**config.mk**
```make
export PLATFORM = sky130hd
export DESIGN_NAME = background_gen
export DESIGN_NICKNAME = d
export VERILOG_FILES = /design/src/rtl/background_gen.sv
export SDC_FILE = /design/constraint.sdc
export NUM_CORES = 1
export LEC_CHECK = 0
export ABC_AREA = 0
export CORE_MARGIN = 4
export CORE_UTILIZATION = 48
export DETAILED_ROUTE_END_ITERATION = 10
export PLACE_DENSITY_LB_ADDON = 0.08
export SETUP_SLACK_MARGIN = 0.02
export SLEW_MARGIN = 10
export SYNTH_ARGS = -nofsm -noshare
export SYNTH_HDL_FRONTEND = slang
export SYNTH_SLANG_ARGS = --single-unit
```
**constraint.sdc**
```tcl
create_clock -name clk -period 1.6 [get_ports clk]
set_input_delay 0.32 -clock clk [delete_from_list [all_inputs] [get_ports clk]]
set_output_delay 0.32 -clock clk [all_outputs]
set_load 0.01 [all_outputs]
```
**src/rtl/background_gen.sv**
```systemverilog
// Pixel colour generator: synchronizes SPI-domain config, filters it for stability,
// applies it only at frame boundaries and renders one registered RRGGBB colour per pixel.
module background_gen #(
   parameter int RESET_MODE  = 10,
   parameter int CHECK_SHIFT = 5
) (
   input  logic       clk,
   input  logic       rst,
   input  logic [7:0] background_state,
   input  logic [5:0] solid_color,
   input  logic [9:0] hpos,
   input  logic [9:0] vpos,
   input  logic       display_on,
   input  logic       frame_start,
   output logic [5:0] rgb,
   output logic [7:0] mode_active
);

   localparam logic [7:0] RST_MODE = 8'(RESET_MODE);

   logic [7:0] bs_s1, bs_s2, bs_d;
   logic [5:0] sc_s1, sc_s2, sc_d;
   logic [7:0] pending_mode, active_mode;
   logic [5:0] pending_color, active_color;
   logic [7:0] fcnt;
   logic [5:0] pattern;
   logic       unused_bits;

   function automatic logic [5:0] render(input logic [7:0] mode, input logic [5:0] color,
                                         input logic [9:0] h, input logic [9:0] v,
                                         input logic [7:0] fc);
      logic [5:0] res;
      case (mode)
         8'd0:    res = color;
         8'd1:    res = h[8:3];
         8'd2:    res = (h[CHECK_SHIFT] ^ v[CHECK_SHIFT]) ? color : ~color;
         8'd3:    res = v[8:3] + fc[5:0];
         8'd10:   res = (h[7:2] ^ v[7:2]) + fc[7:2];
         default: res = 6'b000000;
      endcase
      return res;
   endfunction

   always_comb begin
      pattern = render(active_mode, active_color, hpos, vpos, fcnt);
   end

   always_ff @(posedge clk) begin
      if (rst) begin
         bs_s1         <= RST_MODE;
         bs_s2         <= RST_MODE;
         bs_d          <= RST_MODE;
         sc_s1         <= '0;
         sc_s2         <= '0;
         sc_d          <= '0;
         pending_mode  <= RST_MODE;
         pending_color <= '0;
         active_mode   <= RST_MODE;
         active_color  <= '0;
         fcnt          <= '0;
         rgb           <= '0;
      end else begin
         bs_s1 <= background_state;
         bs_s2 <= bs_s1;
         bs_d  <= bs_s2;
         sc_s1 <= solid_color;
         sc_s2 <= sc_s1;
         sc_d  <= sc_s2;
         // accept a value only after two equal synchronized samples, so skewed bits never land
         if (bs_s2 == bs_d) pending_mode <= bs_s2;
         if (sc_s2 == sc_d) pending_color <= sc_s2;
         if (frame_start) begin
            active_mode  <= pending_mode;
            active_color <= pending_color;
            fcnt         <= fcnt + 8'd1;
         end
         rgb <= display_on ? pattern : 6'b000000;
      end
   end

   assign mode_active = active_mode;
   assign unused_bits = ^{hpos[9], hpos[1:0], vpos[9], vpos[1:0]};

endmodule
```
==> results of run 1 <==
[logic make-up after synthesis]
family,after synthesis,share of synthesized area
AND/OR/NAND/NOR,121,0.197
flip-flops,84,0.478
XOR/XNOR,36,0.0917
AO/OA/AOI/OAI,34,0.0729
multiplexers,30,0.0856
buffers and inverters,20,0.0245
adder cells (fa/ha/maj),13,0.0505
[synth_stat cells (all sizes together) (2+ instances only)]
cell type	number
nor2b	37
fa	2
o21ai	5
nand2	11
xnor2	24
or2	7
o22ai	2
nand3	4
nor3	3
mux2i	29
nand4	9
clkbuf	7
a32oi	2
or3	4
and3	6
nor3b	2
a221oi	2
a21oi	9
inv	8
a21o	4
xor2	12
nor2	33
dfxtp	84
nand2b	2
buf	5
ha	11
[sequential cells by signal, indices dropped and copies added, names as in the netlist, 8 cells and up]
signal and flops:
mode_active 8, bs_d 8, pending_mode 8, fcnt 8
bs_s2 8, bs_s1 8
[area by class of cell]
type,instances,area (um^2)
Fill cell,597,2270
Multi-Input combinational cell,234,1890
Clock buffer,9,124
Tap cell,96,120
Sequential cell,84,1700
Timing Repair Buffer,82,722
Clock inverter,7,83.8
Inverter,8,30.0
[worst register-to-register path, cell delays in order (launching register included)]
cell and delay [ps]:
dfxtp_4 370, ha_4 160, inv_2 50, fa_2 200
nor2b_1 50, o21a_1 190, or3_1 300, a31oi_1 150
o22ai_1 90
[worst paths after layout]
kind	startpoint	to	slack [ps]	cells after the start
worst min-delay path	rst	pending_mode[3]	290	3
worst min register to register	bs_s1[3]	bs_s2[3]	420	1
worst max-delay path	fcnt[2]	rgb[4]	-70	8
worst max register to register	fcnt[2]	rgb[4]	-70	8
[per-stage QoR]
step | setup TNS (ps) | std cells
floorplan | -305 | 338
CTS | -232 | 520
global route | -499 | 520
global placement | -3610 | 503
detailed placement | -3650 | 503
finish | -191 | 520
[power by group]
group | switching, mW | leakage, nW | total, mW | internal [mW]
sequential | 0.0445 | 0.690 | 2.20 | 2.16
clock | 0.780 | 0.108 | 1.53 | 0.751
combinational | 0.257 | 1.15 | 0.585 | 0.328
[per-layer routing]
layer	global-route usage	vias to the layer above
met5	0	-
met4	0.0590	0
met3	0.0394	8
met2	0.247	46
met1	0.241	1213
li1	-	1310
[what timing repair did]
item | in CTS | in global routing
buffers inserted | 1 | 0
endpoints found under the setup margin | 14 | 5
gates resized for setup | 47 | 10
pin swaps | 14 | 11
[cells in the final DEF (no fill, tap or decap), types with 6 or more instances in the layout]
cell type,netlist,routed
ha_4,0,6
mux2i_1,29,29
clkbuf_8,0,9
nor2b_1,37,37
a21oi_1,8,6
nand4_1,9,9
xor2_1,11,8
buf_4,0,35
dfxtp_2,0,8
nor2_1,32,32
dfxtp_1,84,73
inv_1,7,6
xnor2_1,24,23
dlygate4sd2_1,0,14
or2_2,6,6
nand2_1,11,11
clkdlybuf4s50_1,0,25
==> run summary, run 1 <==
Status: complete, but fails checks
Failing checks: negative setup slack
Hold Buf Count CTS: 0
Met2 WL post-DR: 3090 um
CP Capture Type: flop
Critical path arrival: 1890 ps
Die height: 93.6 um
Synth Register Bits: 84
Htree depth: 3
Slowest-stage cell, CP: dfxtp_4
Max layer used: met4
PortBufs: 45
Number of max-cap violations: 0
Die area: 8770 um^2
Clock transition at path regs: 90 ps
First-pass detailed-route iteration total: 4
Global-route wire length before repair: 11500 um
TritonCTS clock tree: done
Max FO, Critical Path: 3
Synth cell types: 51
Worst min-delay path category: in -> reg
CP Class: reg -> reg
RSZ-0062 raised after global routing: true
Slew HR: 0.706
Crit-path cells: ha_4, inv_2, fa_2, nor2b_1, o21a_1, or3_1, a31oi_1, o22ai_1
Core ar.: 6940 um^2
P_leak: 1.95 nW
Placed Area: 4350 um^2
DR WL met3: 268 um
Gr ovfl total: 0
HPWL after DPL: 5130 um
Register area share after synthesis: 0.478
Num rows: 30
Post-synth top area cell: dfxtp_1
Most used DFF post-synth: dfxtp_1
Die width: 93.6 um
# diodes: 0
Yosys warns: 0
Fin. Hold Viols: 0
Antenna-violating nets left: 0
CTS root buf: clkbuf_8
Final min period: 1670 ps
Top Ports: 52
Synth Cell Area: 3520 um^2
Worst Skew: 10.5 ps
Area contributors post-synth: dfxtp_1 (48%), mux2i_1 (8.2%), nor2b_1 (6.6%), xnor2_1 (6.0%), ha_1 (3.9%)
Via density: 4.96
Routed WL per cell: 13.2 um
Share of cells above drive strength 1: 0.262
PwrDens: 924 nW/um^2
Starting Density: 0.507
Yosys top cell area share: 0.478
Least-Margin Pin Slew: 438 ps
Crit-path max cell delay: 370 ps
Fin area: 4680 um^2
Final Util: 0.674
Initial antenna violation count: 0
Cell count after synthesis: 338
Final slew viol count: 0
Fmax: 599 MHz
Largest net degree at the start of global routing: 76
Syn avg cell area: 10.4 um^2
Tot Pwr: 4.32 mW
Clk buf depth: 2
M1 WL: 3430 um
Post-place setup slack: -662 ps
WP data required: 1820 ps
# nets final: 470
Final wirelength: 6870 um
Async S/R FF share, synth: 0
Worst vdd ir: 0.653 mV
Final setup fails: 3
Critical path's top delay family: compound AO/OA/AOI/OAI gates
Post-Route Hold Slack: 291 ps
Overall via count from detail_route: 2577
Final period util: 1.04
Number of synthesized flops with an enable pin: 0
1st-iter DRT viols: 96
P&R area growth vs syn: 32.8%
Syn Nets: 389
Num Clock Sinks: 84
Critical path startpoint category: flop
Final WS setup: -69.8 ps
CTS Buf Count: 9
Gr usage total: 0.168
Number of global-route vias before repair: 2464
Final Wtd Congestion: 0.868
Crit path buffers/inverters: 1
Drt drc: 0
Clk Latency, worst-skew pair: 340 ps
Note: power is estimated with default switching activity, not from simulation.
==> run 2, diff against run 1 <==
- CORE_MARGIN: 4 -> not set
==> run 2 against run 1 <==
Effect of this change: wire length is 4.4% higher; the run still ends with negative setup slack left; clock skew is 1.4 ps lower; largest power group unchanged; die area is 12% lower; non-clock buffer count is 7 higher; sequential power hardly changed; power is 4.0% higher; worst hold slack worse by 8.2 ps; clock power is 9% higher; highest routed layer unchanged; critical path type unchanged; combinational power is 6.3% higher; register-to-register slack worse by 30 ps; critical path depth is 2 lower; sequential share of layout area is 0.86 points lower.
==> run summary, run 2 (synthesis results as in run 1) <==
Largest net degree at the start of global routing: 25 (-67%)
Antenna-violating nets left: 0 (unchanged)
CTS root buf: clkbuf_8
Hold Buf Count CTS: 0 (unchanged)
Max layer used: met4
Register area: 1710 um^2 (+0.15%)
RSZ-0062 raised after global routing: true
Least-Margin Pin Slew: 382 ps (-55.7 ps)
Via density: 4.99 (+0.66%)
Status: complete, but fails checks
Critical path arrival: 1960 ps (+70 ps)
Most frequent cells in the layout: dfxtp_1 (71), buf_4 (40), nor2b_1 (37)
PortBufs: 45 (unchanged)
P_leak: 2.06 nW (+6.0%)
Final Wtd Congestion: 0.915 (+5.4%)
Crit path buffers/inverters: 1 (unchanged)
Fmax: 588 MHz (-1.9%)
Worst vdd ir: 0.800 mV (+22%)
Worst min-delay path category: in -> reg
Area of the multi-input gates: 1920 um^2 (+1.2%)
Die area: 7680 um^2 (-12%)
P&R area growth vs syn: 36.2%
CP Capture Type: flop
Fillers: 559 (-6.4%)
# nets final: 477 (+1.5%)
Setup TNS: -269 ps (-78.3 ps)
Max FO, Critical Path: 4 (+1)
Final period util: 1.06 (+0.0201)
PwrDens: 937 nW/um^2 (+1.4%)
Cells on worst reg2reg path: 6 (-2)
Number of global-route vias before repair: 2457 (-0.28%)
Die width: 87.6 um (-6.4%)
Slowest-stage cell, CP: dfxtp_4
Top Ports: 52 (unchanged)
Routed WL per cell: 13.6 um (+3.1%)
Overall via count from detail_route: 2629 (+2.0%)
Worst path depth: 6 (-2)
Starting Density: 0.507 (unchanged)
Num rows: 30 (unchanged)
Met2 WL post-DR: 3210 um (+4.1%)
Die height: 87.6 um (-6.4%)
Fin. Hold Viols: 0 (unchanged)
CP Class: reg -> reg
Final slew viol count: 0 (unchanged)
Number of max-cap violations: 0 (unchanged)
Final Util: 0.691 (+0.0173)
Critical path startpoint category: flop
Final min period: 1700 ps (+32.2 ps)
Failing checks: negative setup slack
Commonest non-fill, non-tap cell in the layout: dfxtp_1
Final setup fails: 3 (unchanged)
Critical path's top delay family: simple AND/OR/NAND/NOR gates
First-pass detailed-route iteration total: 4 (unchanged)
Num Clock Sinks: 84 (unchanged)
Hold Crit Depth: 2 (-1)
HPWL after DPL: 5120 um (-0.16%)
Initial antenna violation count: 0 (unchanged)
Gr ovfl total: 0 (unchanged)
Htree depth: 3 (unchanged)
Share of cells above drive strength 1: 0.276 (+0.0143)
Gr usage total: 0.199 (+0.0309)
Crit-path cells: ha_4, buf_6, nand4_1, and3_1, or3_4, a311oi_2
Drt drc: 0 (unchanged)
Clk buf depth: 2 (unchanged)
Clk Latency, worst-skew pair: 340 ps (about the same)
Worst Skew: 9.13 ps (-1.41 ps)
Clock transition at path regs: 90 ps (about the same)
# diodes: 0 (unchanged)
Final WS setup: -102 ps (-32.2 ps)
M1 WL: 3530 um (+2.9%)
CTS Buf Count: 9 (unchanged)
Global-route wire length before repair: 11500 um (-0.17%)
DR WL met3: 364 um (+36%)
Crit-path max cell delay: 380 ps (about the same)
Core ar.: 6940 um^2 (unchanged)
WP data required: 1860 ps (+40 ps)
TritonCTS clock tree: done
Final wirelength: 7170 um (+4.4%)
Slew HR: 0.743 (+0.0368)
1st-iter DRT viols: 125 (+30%)
[run 2: worst reg2reg max path, stage by stage, from the launching register on]
cell and delay (ps):
dfxtp_4 380, ha_4 270, buf_6 100, nand4_1 120, and3_1 190, or3_4 370
a311oi_2 200
[run 2: area by class of cell]
cell class / instances / area share
multi-input cells: 234 / 0.400
flip-flops and latches: 84 / 0.356
repair buffers: 89 / 0.167
clock buffers: 10 / 0.0266
well taps: 96 / 0.0250
clock inverters: 6 / 0.0201
inverters: 8 / 0.00626
[run 2: repair_timing]
action / in CTS / in global routing
gates resized for setup: 46 / 16
setup endpoints to repair: 14 / 10
buffers inserted: 3 / 1
pin swaps: 23 / 22
[run 2: through the flow]
step,hold slack [ps],total power [mW],area (um^2),setup slack (ps),cells
after detailed placement,393,2.81,4370,-681,507
after floorplan,389,2.57,3540,-126,338
after CTS,274,4.50,4730,-145,526
after global routing,273,4.69,4800,-176,527
after global placement,396,2.80,4370,-654,507
final,282,4.49,4800,-102,527
[run 2: final timing paths]
check,endpoint,start,slack (ps)
worst min-delay path,bs_s2[5],rst,280
worst max-delay path,rgb[5],fcnt[3],-100
worst min register to register,bs_s2[3],bs_s1[3],410
worst max register to register,rgb[5],fcnt[3],-100
[run 2: power breakdown]
part	leakage (nW)	total, mW	internal [mW]	switching, mW
logic	1.26	0.622	0.350	0.271
registers	0.692	2.20	2.16	0.0421
clock network	0.109	1.67	0.899	0.770
[run 2: metal layers]
| metal | vias to the layer above | global-route usage |
|---|---|---|
| li1 | 1323 | - |
| met1 | 1236 | 0.278 |
| met2 | 63 | 0.305 |
| met3 | 7 | 0.0556 |
| met4 | 0 | 0.0507 |
| met5 | - | 0 |
==> run 3, diff against run 2 <==
- CORE_MARGIN: not set -> 1.5
- CORE_UTILIZATION: 48 -> 50
- CTS_CLUSTER_DIAMETER: not set -> 30
- clock period: 1.6 -> 2 ns (I/O delays scaled with it)
==> run 3 against run 2 <==
Effect of this change: the flow now finishes without violations; combinational power shrank 32%; wire length decreased by 7.4%; sequential power shrank 20%; flip-flop and latch count stayed put; non-clock buffer count fell by 22; final area down 6.7%; clock skew grew 6.5 ps; sequential share of layout area increased by 2.1 points; die area fell by 1.7%; register-to-register slack gained 300 ps; power down 24%.
==> run summary, run 3 (synthesis results as in run 1) <==
Status: finished, final reports clean
WP data required: 2260 ps (+400 ps)
Clk Latency, worst-skew pair: 350 ps (about the same)
Placed Area: 4210 um^2 (-3.5%)
Tot Pwr: 3.42 mW (-24%)
Commonest non-fill, non-tap cell in the layout: dfxtp_1
Final WS setup: 139 ps (+241 ps)
Reg2reg end: rgb[1]
Critical path's top delay family: simple AND/OR/NAND/NOR gates
Share of cells above drive strength 1: 0.178 (-0.0976)
Final wirelength: 6640 um (-7.4%)
Die height: 86.9 um (-0.83%)
Slowest-stage cell, CP: clkdlybuf4s50_1
Worst min-delay path category: in -> reg
Slew HR: 0.696 (-0.0475)
Hold EP: mode_active[3]
Hold Crit Depth: 3 (+1)
Via density: 4.94 (-0.96%)
Num rows: 30 (unchanged)
Worst vdd ir: 0.485 mV (-39%)
1st-iter DRT viols: 102 (-18%)
Most frequent cells in the layout: dfxtp_1 (82), nor2b_1 (37), clkdlybuf4s50_1 (37)
Antenna-violating nets left: 0 (unchanged)
HP Start: rst
Critical path arrival: 2120 ps (+160 ps)
Max FO, Critical Path: 2 (-2)
HPWL after DPL: 4850 um (-5.3%)
First-pass detailed-route iteration total: 4 (unchanged)
Final Util: 0.659 (-0.0317)
Reg2reg setup slack: 200 ps (+300 ps)
Clock transition at path regs: 80 ps (about the same)
Gr usage total: 0.193 (-0.00577)
Critical path startpoint category: input pin
Htree depth: 3 (unchanged)
Final Wtd Congestion: 0.814 (-11%)
M1 WL: 3340 um (-5.4%)
P_leak: 1.85 nW (-10%)
CP Class: in -> reg
Number of global-route vias before repair: 2345 (-4.6%)
Least-Margin Pin Slew: 454 ps (+71.7 ps)
# diodes: 0 (unchanged)
Largest net degree at the start of global routing: 76 (+200%)
CTS Buf Count: 9 (unchanged)
PwrDens: 763 nW/um^2 (-19%)
Crit-path cells: clkdlybuf4s50_1, ha_1, nand4_1, and3_1, or3_1, a311oi_2
Routed WL per cell: 13.2 um (-3.3%)
Hold Buf Count CTS: 0 (unchanged)
Number of max-cap violations: 0 (unchanged)
Die area: 7550 um^2 (-1.7%)
Starting Density: 0.518 (+0.0112)
Gr ovfl total: 0 (unchanged)
Drt drc: 0 (unchanged)
Die width: 86.9 um (-0.83%)
Final slew viol count: 0 (unchanged)
Crit-path max cell delay: 470 ps (+90 ps)
Clk buf depth: 2 (unchanged)
Num Clock Sinks: 84 (unchanged)
Post-place setup slack: -410 ps (+271 ps)
Fin area: 4480 um^2 (-6.7%)
RSZ-0062 raised after global routing: false
TritonCTS clock tree: done
# nets final: 455 (-4.6%)
Met2 WL post-DR: 2930 um (-8.7%)
CP Capture Type: flop
PortBufs: 45 (unchanged)
Core ar.: 6790 um^2 (-2.2%)
Global-route wire length before repair: 11300 um (-2.3%)
Reg2reg start: fcnt[3]
Fmax: 537 MHz
Max layer used: met4
Crit path buffers/inverters: 1 (unchanged)
Final setup fails: 0 (-3)
Final min period: 1860 ps
Top Ports: 52 (unchanged)
Cells on worst reg2reg path: 6 (unchanged)
Initial antenna violation count: 0 (unchanged)
CTS root buf: clkbuf_8
Fin. Hold Viols: 0 (unchanged)
Worst Skew: 15.6 ps (+6.50 ps)
Overall via count from detail_route: 2495 (-5.1%)
P&R area growth vs syn: 27.2%
Final period util: 0.931
DR WL met3: 288 um (-21%)
## run 3: cell count changes in the layout (fill, tap and decap cells not counted), sizes merged
cell           delta
bufinv            -1
buf              -22
dlymetal6s2s      -1
dlygate4sd2       -9
clkdlybuf4s50    +14
clkbuf            -2
inv               +2
clkdlybuf4s15     -3
## run 3: routing by layer
metal,GRT usage,vias up
li1,-,1285
met1,0.268,1155
met2,0.299,48
met3,0.0427,7
met4,0.0660,0
met5,0,-
## run 3: how the worst max path moves through the flow
| stage | startpoint | slack, ps | cells past startpoint | end |
|---|---|---|---|---|
| after global routing | vpos[5] | 30 | 6 | rgb[5] |
| after detailed placement | hpos[2] | -410 | 9 | rgb[2] |
| after floorplan | vpos[2] | 170 | 9 | rgb[4] |
| after global placement | hpos[2] | -390 | 10 | rgb[4] |
| after CTS | hpos[4] | 30 | 8 | rgb[4] |
| final | vpos[5] | 140 | 6 | rgb[5] |
## run 3: per-stage QoR
stage          hold WS, ps  TNS (ps)  std cells
2_1_floorplan          389         0        338
3_3_place_gp           398     -1890        488
3_5_place_dp           397     -2000        488
4_1_cts                374         0        505
5_1_grt                389         0        505
6_report               375         0        505
## run 3: report_power, final
part | switching [mW] | internal, mW
sequential | 0.0348 | 1.73
combinational | 0.187 | 0.236
clock | 0.633 | 0.597
total | 0.855 | 2.56
## run 3: worst reg2reg max path: cells and delay by family, from the launching register on
| family | cells | cell delay [ps] |
|---|---|---|
| adder cells (fa/ha/maj) | 1 | 550 |
| flip-flops | 1 | 440 |
| AO/OA/AOI/OAI | 2 | 400 |
| buffers and inverters | 2 | 240 |
| AND/OR/NAND/NOR | 1 | 60 |
## run 3: layout make-up
type / instances / area [um^2]
flip-flops and latches: 84 / 1680
well taps: 96 / 120
multi-input cells: 234 / 1800
fillers: 568 / 2320
clock inverters: 7 / 80.1
inverters: 8 / 30.0
repair buffers: 67 / 642
clock buffers: 9 / 124
## run 3: repair_timing
action                                  in CTS  in global routing
setup buffers                                1                  0
pin swaps                                    5                  6
endpoints found under the setup margin       2                  5
resized for setup                            6                 12
